## config.mk

```make
export PLATFORM = sky130hd
export DESIGN_NAME = splitmix_arbiter
export DESIGN_NICKNAME = d
export VERILOG_FILES = /design/src/rtl/splitmix_pkg.sv /design/src/rtl/splitmix_arbiter_core.sv /design/src/rtl/splitmix_arbiter.sv
export SDC_FILE = /design/constraint.sdc
export NUM_CORES = 2
export LEC_CHECK = 0
export CELL_PAD_IN_SITES_DETAIL_PLACEMENT = 0
export CELL_PAD_IN_SITES_GLOBAL_PLACEMENT = 1
export CORE_MARGIN = 5
export CORE_UTILIZATION = 53
export CTS_CLUSTER_DIAMETER = 50
export DETAILED_ROUTE_END_ITERATION = 7
export GPL_TIMING_DRIVEN = 0
export PLACE_DENSITY = 0.87
export SLEW_MARGIN = 0
export SYNTH_ARGS = -nofsm -noshare
export SYNTH_HDL_FRONTEND = slang
export SYNTH_HIERARCHICAL = 1
export SYNTH_SLANG_ARGS = --single-unit
```

## constraint.sdc

```tcl
create_clock -name clk -period 23.6 [get_ports clk]
set_clock_uncertainty 0.15 [all_clocks]
set_input_delay 4.72 -clock clk [delete_from_list [all_inputs] [get_ports clk]]
set_output_delay 4.72 -clock clk [all_outputs]
set_load 0.02 [all_outputs]
```

## src/rtl/splitmix_pkg.sv

```systemverilog
// SplitMix64 constants and arbiter FSM state type shared by the
// splitmix_arbiter slice.
package splitmix_pkg;

  localparam logic [63:0] SM_GAMMA = 64'h9E37_79B9_7F4A_7C15;
  localparam logic [63:0] SM_MUL1  = 64'hBF58_476D_1CE4_E5B9;
  localparam logic [63:0] SM_MUL2  = 64'h94D0_49BB_1331_11EB;

  typedef enum logic {
    UNSEEDED = 1'b0,
    READY    = 1'b1
  } fsm_e;

endpackage

```

## src/rtl/splitmix_arbiter_core.sv

```systemverilog
// Combinational SplitMix64 finaliser: maps an (already advanced) state
// word to its 64-bit output value.
module splitmix_core
  import splitmix_pkg::*;
(
  input  logic [63:0] x,
  output logic [63:0] z
);

  logic [63:0] s1;
  logic [63:0] s2;

  always_comb begin
    s1 = (x  ^ (x  >> 30)) * SM_MUL1;
    s2 = (s1 ^ (s1 >> 27)) * SM_MUL2;
    z  = s2 ^ (s2 >> 31);
  end

endmodule

```

## src/rtl/splitmix_arbiter.sv

```systemverilog
// Round-robin arbiter that hands each granted requester a fresh SplitMix64
// value, one grant per cycle, with a single register stage of latency.
module splitmix_arbiter
  import splitmix_pkg::*;
#(
  parameter int unsigned NREQ      = 4,
  parameter bit          AUTO_SEED = 1'b0
) (
  input  logic            clk,
  input  logic            rst_n,
  input  logic            seed_valid,
  input  logic [63:0]     seed_data,
  input  logic [NREQ-1:0] req,
  output logic [NREQ-1:0] gnt,
  output logic            rand_valid,
  output logic [63:0]     rand_data,
  output logic            seeded
);

  localparam int unsigned PTRW = (NREQ > 1) ? $clog2(NREQ) : 1;

  fsm_e            fsm_q, fsm_d;
  logic [63:0]     state_q, state_d;
  logic [PTRW-1:0] ptr_q, ptr_d;
  logic [NREQ-1:0] gnt_q, gnt_d;
  logic            rv_q, rv_d;
  logic [63:0]     rd_q, rd_d;

  logic [63:0]     state_adv;
  logic [63:0]     mixed;
  logic            found;
  logic [PTRW-1:0] gidx;
  int unsigned     idx;

  assign state_adv = state_q + SM_GAMMA;

  splitmix_core u_core (
    .x (state_adv),
    .z (mixed)
  );

  always_comb begin
    fsm_d   = fsm_q;
    state_d = state_q;
    ptr_d   = ptr_q;
    gnt_d   = '0;
    rv_d    = 1'b0;
    rd_d    = rd_q;
    found   = 1'b0;
    gidx    = '0;
    idx     = 0;

    // Seed load takes priority and blocks arbitration for the cycle.
    if (seed_valid) begin
      state_d = seed_data;
      fsm_d   = READY;
    end else if (fsm_q == READY) begin
      for (int unsigned i = 0; i < NREQ; i++) begin
        idx = 32'(ptr_q) + i;
        if (idx >= NREQ) idx = idx - NREQ;
        if (!found && req[idx[PTRW-1:0]]) begin
          found = 1'b1;
          gidx  = idx[PTRW-1:0];
        end
      end
      if (found) begin
        gnt_d[gidx] = 1'b1;
        rv_d        = 1'b1;
        rd_d        = mixed;
        state_d     = state_adv;
        ptr_d       = (gidx == PTRW'(NREQ - 1)) ? '0 : gidx + 1'b1;
      end
    end
  end

  always_ff @(posedge clk or negedge rst_n) begin
    if (!rst_n) begin
      fsm_q   <= AUTO_SEED ? READY : UNSEEDED;
      state_q <= '0;
      ptr_q   <= '0;
      gnt_q   <= '0;
      rv_q    <= 1'b0;
      rd_q    <= '0;
    end else begin
      fsm_q   <= fsm_d;
      state_q <= state_d;
      ptr_q   <= ptr_d;
      gnt_q   <= gnt_d;
      rv_q    <= rv_d;
      rd_q    <= rd_d;
    end
  end

  assign gnt        = gnt_q;
  assign rand_valid = rv_q;
  assign rand_data  = rd_q;
  assign seeded     = (fsm_q == READY);

endmodule

```

Word-level counts from Yosys, hierarchy flattened
Cells that the tools add are included.
- $add $sub $neg: 9
- $mul: 2
- divide/modulo/power cells: 0
- order comparisons: 10
- eq/ne operators: 1
- shifts and indexed selects: 0
- mux-type cells: 50
- bitwise logic cells: 4
- reduce and logical (&&, ||, !) cells: 11
- operator list (operator ; number):
    $mux W64 ; 3
    $mul A64 B64 Y64 const B ; 2
    $add A64 B64 Y64 const B ; 1
    $xor A64 B33 Y64 ; 1
    $xor A64 B34 Y64 ; 1
    $xor A64 B37 Y64 ; 1
    $mux W2 ; 19
    $mux W1 ; 20
    $lt A2 B3 Y1 const B ; 5
    $mux W4 ; 3
    $ge A3 B3 Y1 const B ; 3
    $bmux W1 S2 ; 4
    $sub A2 B1 Y2 const B ; 4
    $add A2 B2 Y3 const B ; 2
    $logic_and A1 B1 Y1 ; 4
    $reduce_bool A2 Y1 ; 2
    $add A2 B1 Y3 const B ; 1
    $ge A2 B3 Y1 const B ; 1
    $logic_not A1 Y1 ; 3
    $reduce_and A3 Y1 ; 1
    $add A2 B1 Y2 const B ; 1
    $demux W1 S2 ; 1
    $eq A2 B2 Y1 const B ; 1
    $ge A2 B1 Y1 const B ; 1
    2 further kinds ; 2
- register bits after elaboration: 136
- latch bits: 0
- memory bits (writable): 0
- bits in read-only memories: 0
- output and inout port bits: 70
- word-level logic and storage cells: 93
- memories: 0

Longest topological paths before layout
- depth in word-level cells: 31
- gate-level depth with buffers: 74
- depth with buffers taken out: 73

Modules after synthesis
Netlist, hierarchy kept.
- by module, submodules not included (module ; times used ; cells each ; area each (um^2)):
    splitmix_core ; 1 ; 6459 ; 64793.4
    splitmix_arbiter ; 1 ; 816 ; 7782.5

Least setup slack after synthesis
No wires, ideal clock.
- kind: register to register
- start: register state_q[11]
- end: register rd_q[32], in the netlist rand_data[32]
- setup time: 125 ps
- data arrival time: 19094 ps
- path slack: 4231 ps
- cell stages (with the launch flop): 69
- path buffers: 3
- clock period less this slack: 19369 ps
- cell sequence: dfrtp_1 or3_4 or3_1 buf_6 nor3_4 o21ba_4 o21ai_1 xnor2_1 xnor2_1 clkinv_1 ha_1 inv_1 o21ai_0 ha_1 fa_1 inv_1 fa_1 fa_1 (+33 left out) fa_1 inv_1 fa_1 inv_1 ha_1 clkbuf_1 o21a_1 o21ai_0 a21oi_1 o211ai_1 o21ai_1 and4_1 o21ai_0 o211a_1 o31ai_1 xnor3_2 xor2_1 mux2_2
- longest elaborated chain between the ends: 6
- RTL lines (element ; RTL line ; text):
    start: declaration ; splitmix_arbiter.sv:23 ; logic [63:0] state_q, state_d;
    start signal: assignment ; splitmix_arbiter.sv:86 ; state_q <= state_d;
    $add A64 B64 Y64 ; splitmix_arbiter.sv:35 ; assign state_adv = state_q + SM_GAMMA;
    via state_adv[44] ; splitmix_arbiter.sv:29 ; logic [63:0] state_adv;
    $xor A64 B34 Y64 ; splitmix_arbiter_core.sv:14 ; s1 = (x ^ (x >> 30)) * SM_MUL1;
    $mul A64 B64 Y64 ; splitmix_arbiter_core.sv:14 ;
    $xor A64 B37 Y64 ; splitmix_arbiter_core.sv:15 ; s2 = (s1 ^ (s1 >> 27)) * SM_MUL2;
    $mul A64 B64 Y64 ; splitmix_arbiter_core.sv:15 ;
    $xor A64 B33 Y64 ; splitmix_arbiter_core.sv:16 ; z = s2 ^ (s2 >> 31);
    via mixed[32] ; splitmix_arbiter.sv:30 ; logic [63:0] mixed;
    end signal: assignment ; splitmix_arbiter.sv:90 ; rd_q <= rd_d;
    end: declaration ; splitmix_arbiter.sv:27 ; logic [63:0] rd_q, rd_d;
The timed path passes the listed nets, and every way through them passes these cells.
A chain may end at the register's enable or synchronous reset.

Worst setup path in the final report
- start: register state_q[22]
- end: register rd_q[32], in the netlist rand_data[32]
The elaborated chain is that of the path after synthesis.

==> out/results.ini <==
[synthesis]
async_reset_ff_share_pct = 100
synth_edf_count = 0
yosysWarnings = 6
ys.flop_type = dfrtp_1
syn_inst = 7275
ys_seq_elements = 136
synth_nets = 10100
ys_types = 99
synth_top_area_share_pct = 44.7
yosys-top-cells-area = fa_1 (45%), ha_1 (19%), inv_1 (13%)
syn_avg_cell_area_um2 = 9.98
ys_seq_area_share_pct = 4.69
syn_area_um2 = 72600
synth_top_area_cell = fa_1

[cells_and_area]
postLayoutCoreUtil_pct = 58.1
final_layout_size_suffix_gt1_share_pct = 5.07
layout_commonest_cell = inv_1
fin_nets = 10300
nFillCells = 12000
final_cell_mix = inv_1 (2,415), fa_1 (1,620), ha_1 (1,127), xnor2_1 (317), nand2_1 (202)
area_growth_pct = 8.67

[setup_path]
critical_path_required_ns = 23.77
worstPathArrival_ns = 23.10
worst-setup-path-type = reg2reg
cp_common_cell = fa_1
crit_family = adder cells
worst_path_largest_cell_delay_ns = 0.86
r2r_cells = 68
critPathBufInv = 17
crit_slowest_cell = o311ai_1
critPathMaxFanout = 9
crit_cells = 68
critPathLaunchType = flip-flop
endpoint_kind = flip-flop

[die]
ios = 141
die_width_um = 380
die-area_um2 = 144000
start_util_pct = 53.4
die_y_um = 380
coreArea_um2 = 136000
placementRows = 135

[placement]
gp_congestion = 1.07
hpwl_um = 244000
place_ws_ns = -0.959
port-buffer-count = 139

[status]
failed_checks = capacitance limit, slew limit
outcome = complete, but fails checks

[routing]
routed_wirelength_um = 269000
vias = 51600
firstDrtPassIters = 7
wl_per_cell_um = 28.8
drt_iter0_drc = 4127
final_antenna_net_count = 0
viasPerCell = 5.55
drc = 0

[sta]
finalCriticalPeriod_ns = 22.94
slew_headroom_pct = -5.53
fmax_mhz = 43.6
setup_viol = 0
fin_ws_ns = 0.664
fin_crit_sh_pct = 97.2
slew_viol_final = 7
tightestPinTransition_ns = 1.58
hold_viol = 0

[grt]
antenna_found_initial = 2
first_global_vias = 57000
track_usage_pct = 37.7
gr-total-overflow = 0
grt_pass1_wl_um = 389000
grt_max_degree = 84

[hold_path]
whs_path_depth = 1
min_path_type = reg2reg

[clocking]
clockBufferDepth = 2
numCtsBuffers = 17
clk_latency_ns = 0.44
cts_root_buffer = clkbuf_16
cts_tree = yes
clkSlewWorstSetupHoldPaths_ns = 0.06
cts_hold_buf = 0
h-tree-depth = 4
clkSinkCount = 136

[run]
cap_violations = 1

[worst register-to-register path, delay by kind of cell, from the launching register on]
kind                       cells  cell delay (ns)
and+or+nand+nor               11             2.87
buffers and inverters         17             2.17
AOI/OAI and AO/OA             11             4.11
xor gates and xnor gates       6             2.86
adders and majority gates     22            10.06
muxes                          1             0.26
DFF                            1             0.35
[synthesized netlist by cell type, types with 15 or more instances]
| master | count |
|---|---|
| o21bai_1 | 32 |
| nor2_1 | 137 |
| nand2_1 | 202 |
| o21a_1 | 20 |
| and3_1 | 24 |
| ha_1 | 1128 |
| dfrtp_1 | 136 |
| mux2_2 | 64 |
| buf_2 | 19 |
| nand4_1 | 22 |
| clkbuf_1 | 66 |
| nand2b_1 | 29 |
| fa_1 | 1620 |
| and2_1 | 20 |
| o211ai_1 | 15 |
| xnor2_1 | 370 |
| inv_1 | 2421 |
| o21ai_0 | 144 |
| a21oi_1 | 172 |
| a31oi_1 | 21 |
| or2_2 | 21 |
| nand3_1 | 38 |
| a21o_1 | 111 |
| xor2_1 | 183 |
| nor3_1 | 30 |
[routing by layer]
metal / track usage (%) / part of all wire (%) / vias to the layer above
met5: 0 / 0.0041 / -
met1: 45.0 / 36 / 26400
met2: 62.0 / 46 / 2276
met3: 5.73 / 6.7 / 826
met4: 28.4 / 10 / 2
li1: - / - / 22200
[final cells by class]
class                           instances  area [µm²]  share of cell area, %
Antenna cell                            3        7.51                0.00952
Multi-Input combinational cell       4617       60500                   76.8
Clock buffer                           17         425                  0.539
Clock inverter                         15         171                  0.217
Tap cell                             1781        2230                   2.83
Buffer                                 95         432                  0.547
Inverter                             2426        9140                   11.6
Sequential cell                       136        3400                   4.31
Timing Repair Buffer                  223        2520                   3.20
[worst paths after layout]
kind | from | end | slack, ns
worst max-delay path | state_q[22] | rand_data[32] | 0.66
worst min-delay path | rand_data[32] | rand_data[32] | 0.36
worst max register to register | state_q[22] | rand_data[32] | 0.66
worst min register to register | rand_data[32] | rand_data[32] | 0.36
max in group asynchronous | rst_n | state_q[41] | 18.39
min in group asynchronous | rst_n | rand_data[52] | 4.08
[state kept, by name, summed over array words and instances, names as in the netlist]
name / flops
seeded: 1
rand_data: 64
state_q: 64
ptr_q: 2
gnt: 4
rand_valid: 1
[stage by stage]
stage / area [µm²] / std cells / TNS, ns / hold slack, ns
2_1_floorplan: 72600 / 7275 / 0 / 0.390
3_3_place_gp: 76200 / 9195 / -230.91 / 0.341
3_5_place_dp: 77700 / 9255 / -18.48 / 0.345
4_1_cts: 78400 / 9288 / 0 / 0.360
5_1_grt: 78900 / 9310 / -0.0163 / 0.373
6_report: 78900 / 9313 / 0 / 0.357
[cell families (layout without fill, tap and decap cells)]
family | Yosys count | in the layout | share of synthesized area [%]
adders and majority gates | 2748 | 2748 | 64.1
buffers and inverters | 2522 | 2776 | 13.2
AOI/OAI and AO/OA | 638 | 638 | 5.74
muxes | 67 | 67 | 1.03
and+or+nand+nor | 591 | 591 | 3.95
xor gates and xnor gates | 573 | 573 | 7.30
other | 0 | 3 | 0
DFF | 136 | 136 | 4.69
[what timing repair did]
item	CTS	global route
gates resized for setup	19	34
cloned	0	0
setup buffers	1	23
pin swaps	0	3
endpoints found under the setup margin	45	39
Power is not shown: default switching activity piles up to over one toggle a cycle in this logic, so the estimate is an artifact.
